**config.mk**
```make
export PLATFORM = sky130hd
export DESIGN_NAME = obuf_rr_out
export DESIGN_NICKNAME = d
export VERILOG_FILES = /design/src/rtl/maze_mesh_pkg.sv /design/src/rtl/rr_arb5.sv /design/src/rtl/obuf_rr_out.sv
export SDC_FILE = /design/constraint.sdc
export NUM_CORES = 1
export LEC_CHECK = 0
export ABC_AREA = 1
export CAP_MARGIN = 10
export CELL_PAD_IN_SITES_DETAIL_PLACEMENT = 1
export CELL_PAD_IN_SITES_GLOBAL_PLACEMENT = 1
export CORE_UTILIZATION = 45
export DETAILED_ROUTE_END_ITERATION = 12
export PLACE_DENSITY_LB_ADDON = 0.05
export SYNTH_ARGS = -nofsm -noshare
export SYNTH_HDL_FRONTEND = slang
export SYNTH_SLANG_ARGS = --single-unit
```
**constraint.sdc**
```tcl
create_clock -name clk -period 16.2 [get_ports clk]
set_input_delay 1.62 -clock clk [delete_from_list [all_inputs] [get_ports clk]]
set_output_delay 1.62 -clock clk [all_outputs]
set_load 0.01 [all_outputs]
```
**src/rtl/maze_mesh_pkg.sv**
```systemverilog
// Shared mesh definitions: direction indices, direction vector types and
// the default flit payload width used by the input and output buffers.
package maze_mesh_pkg;

  localparam int DIR_N      = 0;
  localparam int DIR_W      = 1;
  localparam int DIR_S      = 2;
  localparam int DIR_E      = 3;
  localparam int DIR_B      = 4;
  localparam int NUM_DIR    = 5;
  localparam int DEF_PYLD_W = 23;

  typedef logic [NUM_DIR-1:0] dir_vec_t;
  typedef logic [2:0]         dir_idx_t;

  // Encode a one-hot direction vector to its index (0 when empty).
  function automatic dir_idx_t onehot_to_idx(input dir_vec_t v);
    dir_idx_t idx;
    idx = '0;
    for (int i = 0; i < NUM_DIR; i++) begin
      if (v[i]) idx = dir_idx_t'(i);
    end
    return idx;
  endfunction

endpackage

```
**src/rtl/rr_arb5.sv**
```systemverilog
// Five-way round-robin arbiter. Searches upward from the source after
// 'last', wrapping 4->0, and grants the first requester. No grant when
// 'en' is low.
module rr_arb5
  import maze_mesh_pkg::*;
(
  input  dir_vec_t req,
  input  logic     en,
  input  dir_idx_t last,
  output dir_vec_t gnt
);

  logic     found;
  dir_idx_t idx;

  // Rotating priority search starting one past the last winner.
  always_comb begin
    // NOTE: every signal gets a default before any conditional write so no latch is inferred.
    gnt   = '0;
    found = 1'b0;
    idx   = '0;
    for (int k = 1; k <= NUM_DIR; k++) begin
      idx = dir_idx_t'((int'(last) + k) % NUM_DIR);
      if (en && !found && req[idx]) begin
        gnt[idx] = 1'b1;
        found    = 1'b1;
      end
    end
  end

endmodule

```
**src/rtl/obuf_rr_out.sv**
```systemverilog
// Per-direction output buffer: round-robin grant over the five input
// buffers, a small FIFO, and a vld/rdy link interface.
// Optional macro OBUF_BYPASS_EN: an empty buffer forwards the granted
// payload to the link in the same cycle (zero-latency bypass).
module obuf_rr_out
  import maze_mesh_pkg::*;
#(
  parameter int PYLD_W = DEF_PYLD_W,
  parameter int DEPTH  = 2,
  parameter int PTR_W  = 3
) (
  input  logic                      clk,
  input  logic                      rst,
  input  logic                      pg_en,
  input  logic [NUM_DIR-1:0]        in_req,
  input  logic [NUM_DIR*PYLD_W-1:0] in_payload,
  output logic [NUM_DIR-1:0]        arb_gnt,
  output logic                      obuf_rdy,
  output logic                      link_vld,
  input  logic                      link_rdy,
  output logic [PYLD_W-1:0]         link_payload,
  output logic [PTR_W:0]            occ
);

  logic [PTR_W:0]    count;
  logic [PTR_W-1:0]  wr_ptr;
  logic [PTR_W-1:0]  rd_ptr;
  dir_idx_t          rr_last;
  // Sized to the full pointer range so pointer indexing is width-exact;
  // only the first DEPTH entries are ever addressed.
  logic [PYLD_W-1:0] mem [2**PTR_W];

  logic              accept;
  dir_idx_t          gnt_idx;
  logic [PYLD_W-1:0] gnt_payload;
  logic              mem_vld;
  logic              bypass;
  logic              bypass_take;
  logic              mem_wr;
  logic              mem_pop;

  function automatic logic [PTR_W-1:0] ptr_inc(input logic [PTR_W-1:0] p);
    return (p == PTR_W'(DEPTH - 1)) ? '0 : p + 1'b1;
  endfunction

  // Readiness comes only from registered count; rst forces it low.
  assign obuf_rdy = ~rst & ~pg_en & (count < (PTR_W+1)'(DEPTH));

  rr_arb5 u_arb (
    .req  (in_req),
    .en   (obuf_rdy),
    .last (rr_last),
    .gnt  (arb_gnt)
  );

  assign accept      = |arb_gnt;
  assign gnt_idx     = onehot_to_idx(arb_gnt);
  assign gnt_payload = in_payload[int'(gnt_idx)*PYLD_W +: PYLD_W];
  assign mem_vld     = (count != '0);

`ifdef OBUF_BYPASS_EN
  assign bypass = accept & ~mem_vld;
`else
  assign bypass = 1'b0;
`endif

  // A bypassed flit taken by the link in the same cycle is never stored.
  assign bypass_take  = bypass & link_rdy;
  assign mem_wr       = accept & ~bypass_take;
  assign mem_pop      = mem_vld & link_rdy;

  assign link_vld     = mem_vld | bypass;
  assign link_payload = bypass ? gnt_payload : mem[rd_ptr];
  assign occ          = count;

  // Pointers, occupancy and round-robin state.
  always_ff @(posedge clk or posedge rst) begin
    // NOTE: sequential state uses non-blocking assignments so all registers update together at the edge.
    if (rst) begin
      count   <= '0;
      wr_ptr  <= '0;
      rd_ptr  <= '0;
      rr_last <= dir_idx_t'(DIR_B);
    end else begin
      if (mem_wr)  wr_ptr  <= ptr_inc(wr_ptr);
      if (mem_pop) rd_ptr  <= ptr_inc(rd_ptr);
      if (accept)  rr_last <= gnt_idx;
      case ({mem_wr, mem_pop})
        2'b10:   count <= count + 1'b1;
        2'b01:   count <= count - 1'b1;
        default: count <= count;
      endcase
    end
  end

  // FIFO storage write.
  always_ff @(posedge clk) begin
    // NOTE: storage is deliberately not reset; count gates its use, so stale contents are never observed.
    if (mem_wr) mem[wr_ptr] <= gnt_payload;
  end

endmodule

```
# ---- Word level (Yosys, flattened, before mapping)
# Memory sizes are Yosys's and may differ from the RTL's.
# Index checks and enable logic that the tools add are counted.
dict set report totals {
  out_inout_bits 34
  mem_count 1
  regBits 13
  ramBits 184
  rom_bits 0
  input_bits 124
  latch_bits 0
}
dict set report op_classes {
  shifts 1
  reduce_logical 21
  multipliers 1
  n_eq_ne 4
  add_sub_neg 9
  n_bitwise 9
  n_lt_le_gt_ge 11
  n_mux 38
  n_div 5
}
# memory words width read_ports rd_clocked_by_memory_dff write_ports line_no
set mem_list {}
lappend mem_list {mem 8 23 1 0 1 obuf_rr_out.sv:31} ;# logic [PYLD_W-1:0] mem [2**PTR_W];
# operator n
set op_table {}
lappend op_table {{remainder unit 32 x 4 -> 32 bit, second input constant} 5}
lappend op_table {{indexed part select 115 x 9 -> 23 bit} 1}
lappend op_table {{two-way mux 5 bit} 5}
lappend op_table {{less-than comparator 3 x 4 -> 1 bit, second input constant} 5}
lappend op_table {{bitwise OR 5 bit} 4}
lappend op_table {{two-way mux 1 bit} 17}
lappend op_table {{binary-select mux 1 bit (select 3 bit)} 5}
lappend op_table {{demux 1 bit (select 3 bit)} 5}
lappend op_table {{>= comparator 3 x 1 -> 1 bit, second input constant} 5}
lappend op_table {{logical AND 1 bit} 14}
lappend op_table {{two-way mux 3 bit} 3}
lappend op_table {{adder 3 x 2 -> 4 bit, second input constant} 2}
lappend op_table {{adder 3 x 3 -> 4 bit, second input constant} 2}
lappend op_table {{multiplier 3 x 5 -> 8 bit, second input constant} 1}
lappend op_table {{one-hot mux 4 bit (2 select lines)} 1}
lappend op_table {{adder 3 x 1 -> 3 bit, second input constant} 2}
lappend op_table {{equality test 3 x 1 -> 1 bit, second input constant} 2}
lappend op_table {{OR reduction 5 bit} 1}
lappend op_table {{adder 3 x 1 -> 4 bit, second input constant} 1}
lappend op_table {{adder 4 x 1 -> 4 bit, second input constant} 1}
lappend op_table {{zero test 1 bit} 4}
lappend op_table {{less-than comparator 4 x 2 -> 1 bit, second input constant} 1}
lappend op_table {{two-way mux 2 bit} 2}
lappend op_table {{nonzero test 4 bit} 1}
lappend op_table {{6 further kinds} 9}

# ---- Depth between registers and ports, before layout
# Gate-level depths: netlist of the first run.
dict set report depth {
  ltp_word 28
  mapped_depth 41
  depth_no_buf 39
}

# ---- By module
# From an unflattened synthesis of the first run, not the netlist that was laid out.
dict set report hier_totals {
  cells_unflattened 1335
  area_unflattened_um2 11279.6
}
# mod n_inst area_per_inst_um2 cells_per_inst seq_area_each_um2
set modules_own_cells {}
lappend modules_own_cells {obuf_rr_out 1 9315.2 968 5851.9}
lappend modules_own_cells {rr_arb5 1 1964.4 367 0.0}

# ---- Least setup slack after synthesis of the first run
# OpenSTA, ideal clock, no wires.
dict set report synth_timing {
  kind {register to register}
  from {register rr_last[0]}
  to {memory mem[4][0] in the netlist's numbering, enable pin}
  setup_time_ns 0.432
  synth_period_minus_slack_ns 6.156
  t_required_ns 15.768
  arrival_ns 5.724
  stages_incl_launch_ff 28
  setup_slack_ns 10.044
  path_buffers 2
  cell_sequence {dfrtp_1 > clkbuf_2 > inv_1 > buf_2 > ha_1 > clkinv_1 > ha_1 > nor2_1 > nand3_2 > nand2_2 > xor2_1 > ha_1 > inv_1 > or2_2 > nand3_1 > nand2_1 > nand2_1 > nand2_1 > a31oi_1 > inv_1 > nand2_2 > nand3_2 > nand3b_1 > nand3_2 > nor2_1 > nand2_1 > inv_1 > nor3_1}
}
dict set report synth_between {
  elab_chain_cells 25
  word_cells_on_any_way 74
  cone_classes {add/sub (5); div (5); order compare (10); mux (31); bitwise (4); reduce/logical (19)}
}
# item line_no
set synth_lines {}
lappend synth_lines {{start, declared} obuf_rr_out.sv:28} ;# dir_idx_t rr_last;
lappend synth_lines {{start signal, assigned} obuf_rr_out.sv:83} ;# rr_last <= dir_idx_t'(DIR_B);
lappend synth_lines {{start signal, assigned} obuf_rr_out.sv:87} ;# if (accept) rr_last <= gnt_idx;
lappend synth_lines {{parallel branches: the longest is 21 deep, another holds remainder unit 32 x 4 -> 32 bit} --}
lappend synth_lines {{two-way mux 5 bit (*)} rr_arb5.sv:24} ;# if (en && !found && req[idx]) begin
lappend synth_lines {{OR reduction 5 bit (*)} obuf_rr_out.sv:56} ;# assign accept = |arb_gnt;
lappend synth_lines {{two-way mux 1 bit (*)} obuf_rr_out.sv:99} ;# if (mem_wr) mem[wr_ptr] <= gnt_payload;
lappend synth_lines {{two-way mux 1 bit (not written as such) (*)} obuf_rr_out.sv:99}
lappend synth_lines {{end, declared} obuf_rr_out.sv:31}
# Mark *: on every way between the ends. The select of a mux whose other input is x is not followed.

# ---- Final worst setup path of the first run
dict set report layout_timing {
  from {register rr_last[0]}
  to {output arb_gnt[4]}
}
dict set report layout_between {
  elab_chain_cells 22
  word_cells_on_any_way 71
  cone_classes {add/sub (5); div (5); order compare (10); mux (29); bitwise (4); reduce/logical (18)}
}
# item line_no
set layout_lines {}
lappend layout_lines {{parallel branches: the longest is 21 deep, another holds remainder unit 32 x 4 -> 32 bit} --}
lappend layout_lines {{two-way mux 5 bit (*)} rr_arb5.sv:24}
lappend layout_lines {{end, declared} obuf_rr_out.sv:17} ;# output logic [NUM_DIR-1:0] arb_gnt,
# Marked as above.

==> impl_metrics.yaml, run 1 <==
drt:
  top_layer: "met4"
  wl_met1_um: 14900
  met3_length_um: 1340
  routed_wl_um: 33100
  drt_iter0_drc: 462
  ant_nets: 0
  firstDrtPassIters: 4
  drc: 0
  wl_met2_um: 16400
  vias: 9418
  vias_per_cell: 5.39
  wl_per_cell_um: 19.0
yosys:
  syn_inst: 1293
  ys_ff_latch: 197
  synth_top_family_by_area: "simple AND/OR/NAND/NOR gates"
  synth_xor_area_share_pct: 0.930
  synthMuxAreaShare_pct: 0
  synthSimpleGateAreaFrac_pct: 28.1
  synthAdderAreaFrac_pct: 3.43
  syn_area_mm2: 0.0112
  yosysWarnings: 0
  ys_seq_area_share_pct: 52.4
  synth_compound_area_share_pct: 6.43
  synth_edf_count: 184
  synth.avg_cell_area_um2: 8.63
  synth_nets: 1447
  synth_ff_type: "edfxtp_1"
  async_flop_share_pct: 6.60
  synth_cell_types: 44
clocking:
  cts_tree: "yes"
  cts_inserted_buffers: 17
  cts_num_sinks: 197
  clock_latency_ns: 0.43
  htreeDepth: 4
  post_cts.repair.setup_buffers: 0
  cts_resized: 0
  root_buffer: "clkbuf_16"
  cts_max_path_buffers: 2
  hold_buffers: 0
  cts.clk_slew.worst_paths_ns: 0.07
grt:
  grt_pass1_wl_um: 52800
  grt_usage_pct: 26.7
  grt_antenna_before_repair: 2
  grt-ovfl-total: 0
  grt_max_degree: 67
  grt_pass1_vias: 9775
sta:
  max_freq_mhz: 125
  finalCriticalPeriod_ns: 8.02
  setup_viol: 0
  relSlewSlack_pct: 21.5
  finalSetupTns_ns: 0
  rsz0062_at_grt: "no"
  drv_slew: 0
  hold_viol_final: 0
  clock_skew_ns: 0.00774
  layout_worst_path_cycle_share_pct: 49.5
  tightest_slew_ns: 1.17
pwr:
  leakagePower_nw: 5.58
  ir_drop_mv: 0.113
  cellPowerDensity_mw_per_mm2: 216
setup_path:
  crit_slowest_cell: "dfrtp_1"
  required_ns: 14.58
  endpoint_kind: "output pin"
  cp-start-kind: "flop"
  crit_type: "reg2out"
  r2r-start: "rr_last[0]"
  startpoint: "rr_last[0]"
  arrival_ns: 6.40
  crit_chain: "inv_1 > ha_1 > clkinv_1 > ha_1 > nor2_1 > nand3_2 > nand2_2 > xor2_1 > ha_1 > inv_1 > or2_2 > nand3_1 > nand2_1 > nand2_1 > nand2_1 > a31oi_1 > inv_1 > nand2_2 > nand3_2 > nand3b_1 > nand3_2 > clkdlybuf4s50_1"
  cpPeakStageDelay_ns: 0.79
  crit_fanout: 26
floorplan:
  dieArea_mm2: 0.0254
  die_w_um: 160
  rows: 57
  die_h_um: 160
  start_util_pct: 45.9
  io_pins: 158
  core_area_mm2: 0.0243
run:
  cap_violations: 0
hold_path:
  hold_class: "reg2reg"
  min_from: "occ[3]"
cells_and_area:
  drive_above_1_share_pct: 6.12
  area.growth.synth_to_final_pct: 21.2
  stdcell_count: 1747
  fin_nets: 1563
placement:
  port_buffers: 157
  dp.cells: 1714
  place.gp.congestion: 0.844
  hpwl_um: 22300
status:
  outcome: "complete, no violations"
-- critical path, delay by kind of cell (launching register included) --
family,cells,cell delay (ns)
compound gates,1,0.27
xor+xnor,1,0.29
fa+ha+maj,3,1.11
buf+inv,5,1.59
flops,1,0.79
simple gates,12,1.92
-- metal layers --
| metal | track usage, % | up-vias |
|---|---|---|
| met5 | 0 | - |
| met4 | 7.26 | 0 |
| met3 | 3.54 | 38 |
| met2 | 45.7 | 223 |
| met1 | 35.5 | 4575 |
| li1 | - | 4582 |
-- Yosys cell counts, drive strengths merged (2+ instances only) --
master | number | area share [%]
a211oi | 7 | 0.47
a21oi | 6 | 0.34
a311oi | 9 | 0.71
a41oi | 23 | 1.8
buf | 36 | 2.1
clkbuf | 35 | 1.2
clkinv | 2 | 0.067
dfrtp | 12 | 2.7
edfxtp | 184 | 49
ha | 29 | 3.3
inv | 159 | 5.3
nand2 | 328 | 11
nand3 | 185 | 8.6
nand3b | 3 | 0.20
nand4 | 31 | 1.7
nor2 | 141 | 4.9
nor3 | 26 | 1.2
o21a | 2 | 0.13
o21ai | 46 | 2.1
o311ai | 8 | 0.63
or2 | 2 | 0.11
xnor2 | 2 | 0.16
xor2 | 9 | 0.77
-- final cells by class --
class                      count  area [µm²]
fill                        2833       10800
sequential                   197        5850
multi-input combinational    864        4400
timing repair buffer         168        1650
inverter                     161         604
clock buffer                  18         439
tap                          324         405
clock inverter                14         164
antenna                        1        2.50
-- where the power goes --
group | total (mW) | internal, mW | switching, mW
clock | 0.426 | 0.225 | 0.201
combinational | 1.71 | 0.541 | 1.17
sequential | 0.781 | 0.729 | 0.0518
total | 2.92 | 1.50 | 1.43
-- cells in the final DEF (no fill, tap or decap), types with 3 or more instances in the layout --
cell,instances
a211oi_1,7
a21oi_1,4
a311oi_1,9
a41oi_1,23
buf_4,11
clkbuf_16,17
clkdlybuf4s50_1,157
dfrtp_1,11
edfxtp_1,184
ha_1,29
inv_1,152
inv_2,7
inv_6,3
inv_8,4
nand2_1,318
nand2_2,10
nand3_1,178
nand3_2,7
nand3b_1,3
nand4_1,31
nor2_1,131
nor2_4,9
nor3_1,24
o21ai_0,42
o21ai_1,3
o311ai_0,8
xor2_1,8
-- path summary, 6_finish.rpt --
check / to / slack (ns) / cells after the start
min in group asynchronous: rd_ptr[0] / 1.57 / 2
max: arb_gnt[4] / 8.18 / 22
max reg2reg: mem[0][13] / 8.64 / 28
max in group asynchronous: rd_ptr[1] / 14.22 / 2
min: occ[3] / 0.52 / 1
min reg2reg: occ[3] / 0.52 / 1
-- cell families after synthesis --
logic type               count (synthesis)
flip-flops                             197
XOR/XNOR                                11
adder cells (fa/ha/maj)                 30
AO/OA/AOI/OAI                          105
AND/OR/NAND/NOR                        718
buffers and inverters                  232
-- through the flow --
stage | utilization, % | power (mW) | area [µm²] | hold slack, ns | setup slack, ns
after floorplan | - | 1.82 | 11200 | 0.525 | 10.04
after global placement | 53.1 | 2.43 | 12900 | 0.496 | 8.95
after detailed placement | 53.1 | 2.49 | 12900 | 0.511 | 8.65
after CTS | 55.6 | 2.93 | 13500 | 0.524 | 8.16
after global routing | 55.6 | 3.15 | 13500 | 0.557 | 7.49
final | 55.6 | 2.92 | 13500 | 0.516 | 8.18
-- flip-flops by register name, summed over array words and instances, names as in the netlist --
register  flops
mem         184
occ           4
rd_ptr        3
rr_last       3
wr_ptr        3
Note: power is estimated with default switching activity, not from simulation.
==> run 2: changes to the inputs <==
CORE_UTILIZATION = 42   (was 45)
clock period = 7.92 ns   (was 16.2 ns; I/O delays follow)
==> run 2 against run 1 <==
Compared with the run above: register-to-register slack got worse by 7.2 ns; critical path depth rose by 1; clock-buffer cell count unchanged; worst hold slack worse by 0.013 ns; clock skew up 0.0033 ns; critical path type unchanged; design area grew 0.43%; via count about the same; combinational power is 88% higher; die area increased by 7.1%; first-iteration DRC count increased by 23%.
==> impl_metrics.yaml, run 2 (synthesized netlist as in run 1, its figures left out) <==
floorplan:
  dieArea_mm2: 0.0272
  io_pins: 158
  rows: 59
  core_area_mm2: 0.0261
  die_w_um: 165
  start_util_pct: 42.8
  die_h_um: 165
cells_and_area:
  largest_reg_flops: 184
  n_fill_cell: 3066
  fin_nets: 1574
  final_cell_mix: "nand2_1, edfxtp_1, nand3_1, clkdlybuf4s50_1, inv_1"
  layout_commonest_cell: "nand2_1"
  drive_above_1_share_pct: 6.77
  fin_area_mm2: 0.0136
  largest_register: "mem"
  area.growth.synth_to_final_pct: 21.7
clocking:
  root_buffer: "clkbuf_16"
  cts_num_sinks: 197
  cts_max_path_buffers: 2
  htreeDepth: 4
  cts_tree: "yes"
  hold_buffers: 0
  cts_inserted_buffers: 17
  clock_latency_ns: 0.43
  cts_resized: 0
  post_cts.repair.setup_buffers: 0
  cts.clk_slew.worst_paths_ns: 0.07
pwr:
  ir_drop_mv: 0.369
  leakagePower_nw: 5.64
  cellPowerDensity_mw_per_mm2: 415
  total_power_mw: 5.64
setup_path:
  reg2regPathDepth: 32
  cp-start-kind: "flop"
  worst-path-stages: 23
  crit_fanout: 25
  cpPeakStageDelay_ns: 0.78
  required_ns: 7.13
  path_delay_family: "simple AND/OR/NAND/NOR gates"
  crit_type: "reg2out"
  crit_buf_inv: 6
  crit_chain: "inv_1 > ha_1 > clkinv_1 > ha_1 > nor2_1 > nand3_2 > nand2_2 > xor2_1 > ha_1 > inv_1 > or2_2 > nand3_1 > nand2_1 > nand2_1 > nand2_1 > a31oi_1 > inv_1 > nand2_2 > nand3_2 > nand3b_1 > nand3_2 > buf_4 > clkdlybuf4s50_1"
  arrival_ns: 5.82
  endpoint_kind: "output pin"
  crit_slowest_cell: "dfrtp_1"
placement:
  post-place-ws_ns: 1.45
  dpl_cell_area_mm2: 0.0130
  port_buffers: 157
  hpwl_um: 22800
  place.gp.congestion: 0.810
hold_path:
  hold_depth: 1
  hold_class: "reg2reg"
grt:
  grt_pass1_vias: 9614
  grt_usage_pct: 25.3
  grt_antenna_before_repair: 4
  grt_pass1_wl_um: 52200
  grt_max_degree: 79
  grt-ovfl-total: 0
status:
  outcome: "complete, no violations"
sta:
  setup_viol: 0
  layout_worst_path_cycle_share_pct: 83.5
  worst_slack_ns: 1.30
  drv_slew: 0
  rsz0062_at_grt: "no"
  finalSetupTns_ns: 0
  hold_viol_final: 0
  finalCriticalPeriod_ns: 6.62
  max_freq_mhz: 151
  tightest_slew_ns: 1.09
  relSlewSlack_pct: 26.6
  clock_skew_ns: 0.0110
drt:
  ant_nets: 0
  drt_iter0_drc: 570
  vias: 9424
  drc: 0
  routed_wl_um: 33500
  firstDrtPassIters: 5
  vias_per_cell: 5.33
  wl_per_cell_um: 18.9
run:
  cap_violations: 0
## run 2: changes by cell type in the layout (fill, tap and decap cells not counted)
cell        delta
buf_4         +11
bufinv_16      +1
clkbuf_1       +1
clkbuf_8       -1
clkinv_2       +1
clkinv_8       -2
clkinvlp_4     +1
inv_6          -1
nor2_2         +6
nor2_4         -6
## run 2: layout make-up
cell class	instances	area (µm²)	area share, %
Sequential cell	197	5850	43.1
Multi-Input combinational cell	864	4370	32.2
Timing Repair Buffer	179	1740	12.8
Inverter	161	604	4.45
Clock buffer	18	429	3.16
Tap cell	335	419	3.09
Clock inverter	14	165	1.22
Antenna cell	1	2.50	0.0184
## run 2: stage by stage
step           hold slack (ns)  cells  utilization (%)
3_3_place_gp             0.490   1736             49.8
4_1_cts                  0.507   1768             52.1
6_report                 0.504   1769             52.1
2_1_floorplan            0.525   1293                -
5_1_grt                  0.517   1769             52.1
3_5_place_dp             0.497   1736             49.8
## run 2: worst reg2reg max path, delay by kind of cell, from the launching register on
kind	cells	cell delay, ns
DFF	1	0.78
and+or+nand+nor	23	2.96
adders and majority gates	3	0.99
xor gates and xnor gates	1	0.26
buffers and inverters	5	1.27
## run 2: routing by layer
| layer | share of wire (%) | global-route usage (%) |
|---|---|---|
| met1 | 45 | 33.8 |
| met2 | 48 | 42.3 |
| met3 | 5.4 | 4.75 |
| met4 | 1.2 | 6.17 |
| met5 | 0.12 | 0 |
## run 2: path summary, 6_finish.rpt
check	startpoint	slack (ns)	endpoint
worst min-delay path	occ[0]	0.50	occ[0]
min in group asynchronous	rst	0.74	occ[0]
worst min register to register	occ[0]	0.50	occ[0]
worst max register to register	rr_last[0]	1.42	mem[0][18]
worst max-delay path	rr_last[0]	1.30	arb_gnt[4]
max in group asynchronous	rst	6.78	rd_ptr[1]
## run 2: where the power goes
group          internal [mW]  total [mW]  switching, mW  leakage (nW)
clock                  0.476       0.867          0.391         0.289
combinational           1.04        3.22           2.17          3.54
sequential              1.47        1.55         0.0863          1.81
==> RTL change, RTL diff (settings of run 2) <==
The package constant `NUM_DIR` goes from 5 to 6.
--- a/src/rtl/maze_mesh_pkg.sv
+++ b/src/rtl/maze_mesh_pkg.sv
@@ -8,5 +8,5 @@
   localparam int DIR_E      = 3;
   localparam int DIR_B      = 4;
-  localparam int NUM_DIR    = 5;
+  localparam int NUM_DIR    = 6;
   localparam int DEF_PYLD_W = 23;
 
Interface: changed (resized arb_gnt, in_payload and in_req); port bits go from 158 to 183. No check against the original RTL was run, so the function may have changed too.
==> RTL change against run 2 <==
  * Sequential cell count is the same
  * Clock power grew 6.6%
  * Total power shrank 5.5%
  * Non-clock buffer count grew 18
  * Design area shrank 5.1%
  * Setup slack gained 960 ps
  * Wire length shrank 2.2%
  * Synthesized area shrank 8.7%
  * Critical path type is now reg -> reg
  * Largest power group unchanged
==> RTL change: results <==
metrics = {
    "final_layout": {
        "stdcell_count": 1582,
        "n_antenna_cell": 0,
        "drive_gt1_frac": 0.08709,
        "largest-register": "mem",
        "fin_nets": 1413,
        "n_fill_cell": 2706,
    },
    "grt": {
        "grt_pass1_wl_um": 49760,
        "grt_max_degree": 95,
        "grt_pass1_vias": 8791,
        "antenna_found_initial": 0,
        "track_usage": 0.2710,
    },
    "yosys": {
        "ys.flop_type": "edfxtp_1",
        "ys_top_cells_by_count": "199 x nor2_1, 192 x nand2_1, 184 x edfxtp_1",
        "async_flop_share": 0.06599,
        "syn-num-nets": 1258,
        "syn_area_per_cell_um2": 9.303,
        "ys_top_cells_by_area": "edfxtp_1 54%, nor2_1 7.3%, nand2_1 7.1%, o21ai_0 5.7%, nand3_1 5.3%",
        "synth_edf_count": 184,
        "ys_seq_area_frac": 0.5739,
    },
    "setup_path": {
        "slowest_stage": "dfrtp_1",
        "cp_top_family": "simple AND/OR/NAND/NOR gates",
        "worstPathArrival_ps": 5770,
        "cp_max_fo": 40,
        "cpPeakStageDelay_ps": 930,
        "r2r_slack_ps": 2270,
        "reg2reg_depth": 27,
        "r2r_end": "mem[7][6]",
    },
    "place": {
        "place.gp.congestion": 0.8619,
        "dpl_cell_area_um2": 12260,
        "dpl.hpwl_um": 22530,
        "io_buffers": 182,
    },
    "sta": {
        "worst_slew_pin_slew_ps": 1157,
        "skew_ps": 9.420,
        "holdWs_ps": 490.2,
    },
    "clock_network": {
        "postCtsSetupBuffers": 0,
        "path_clk_slew_ps": 70,
        "cts_buffer_depth": 2,
    },
    "route": {
        "top_layer": "met4",
        "wl_um": 32780,
        "dr_wl_met3_um": 1597,
        "first_pass_iters": 4,
        "wl_met1_um": 14310,
        "first_iter_violations": 547,
        "routed-wl-met2_um": 16030,
        "vias": 8581,
    },
    "power_and_ir_drop": {
        "peakVddDrop_mv": 0.1988,
        "p_leak_nw": 4.839,
    },
    "worst_hold_path": {
        "hold_path_depth": 1,
        "worstHoldStart": "occ[0]",
        "hp-class": "reg -> reg",
    },
    "run_status": {
        "outcome": "complete, no violations",
    },
}
-- RTL change: routing by layer --
metal / GRT usage / vias to the layer above
met3: 0.05311 / 47
met1: 0.3444 / 4197
met5: 0 / -
met4: 0.09894 / 0
li1: - / 4096
met2: 0.4571 / 241
-- RTL change: how the worst max path moves through the flow --
stage                end  slack, ps  cells past startpoint
2_1_floorplan  mem[4][0]       2870                     25
3_3_place_gp   mem[7][9]       2490                     27
3_5_place_dp   mem[7][9]       2250                     27
4_1_cts        mem[7][6]       2220                     27
5_1_grt        mem[7][6]       1720                     27
6_report       mem[7][6]       2270                     27
-- RTL change: area by class of cell --
type / instances / area, µm² / share of cell area
tap: 319 / 399.1 / 0.03098
clock buffer: 17 / 425.4 / 0.03302
timing repair buffer: 197 / 1934 / 0.1501
clock inverter: 14 / 198.9 / 0.01544
inverter: 67 / 251.5 / 0.01952
multi-input combinational: 771 / 3822 / 0.2967
sequential: 197 / 5853 / 0.4543
-- RTL change: logic make-up (layout without fill, tap and decap cells) --
kind of cell,after synthesis,count (layout),synth area share
xor gates and xnor gates,4,4,0.003437
adders and majority gates,14,14,0.01792
and+or+nand+nor,546,546,0.2365
buffers and inverters,128,295,0.05436
DFF,197,197,0.5739
AOI/OAI and AO/OA,207,207,0.1139
-- RTL change: report_power, final --
| part | leakage, nW | switching, mW | total [mW] | internal (mW) |
|---|---|---|---|---|
| Sequential | 1.81 | 0.0755 | 1.62 | 1.54 |
| Clock | 0.311 | 0.391 | 0.924 | 0.533 |
| Combinational | 2.72 | 1.90 | 2.78 | 0.876 |
-- RTL change: worst register-to-register path, stage by stage, from the launching register on --
cell and delay (ps):
dfrtp_1 930, inv_2 200, ha_1 280, inv_1 50, nand2_1 50, nand2_2 120
ha_1 250, nor2_1 100, nand2_1 90, nand2_4 90, nand2_2 70, nand2_1 80
nand2_2 80, inv_2 60, nand2_1 50, nand2_1 100, nor2_4 50, nor2_4 220
nand4_1 150, nand3_1 100, nand2_1 50, nand2_1 150, nor2_2 40, buf_4 260
nand3_2 220, nand2_1 180, nor3_2 910, buf_4 400
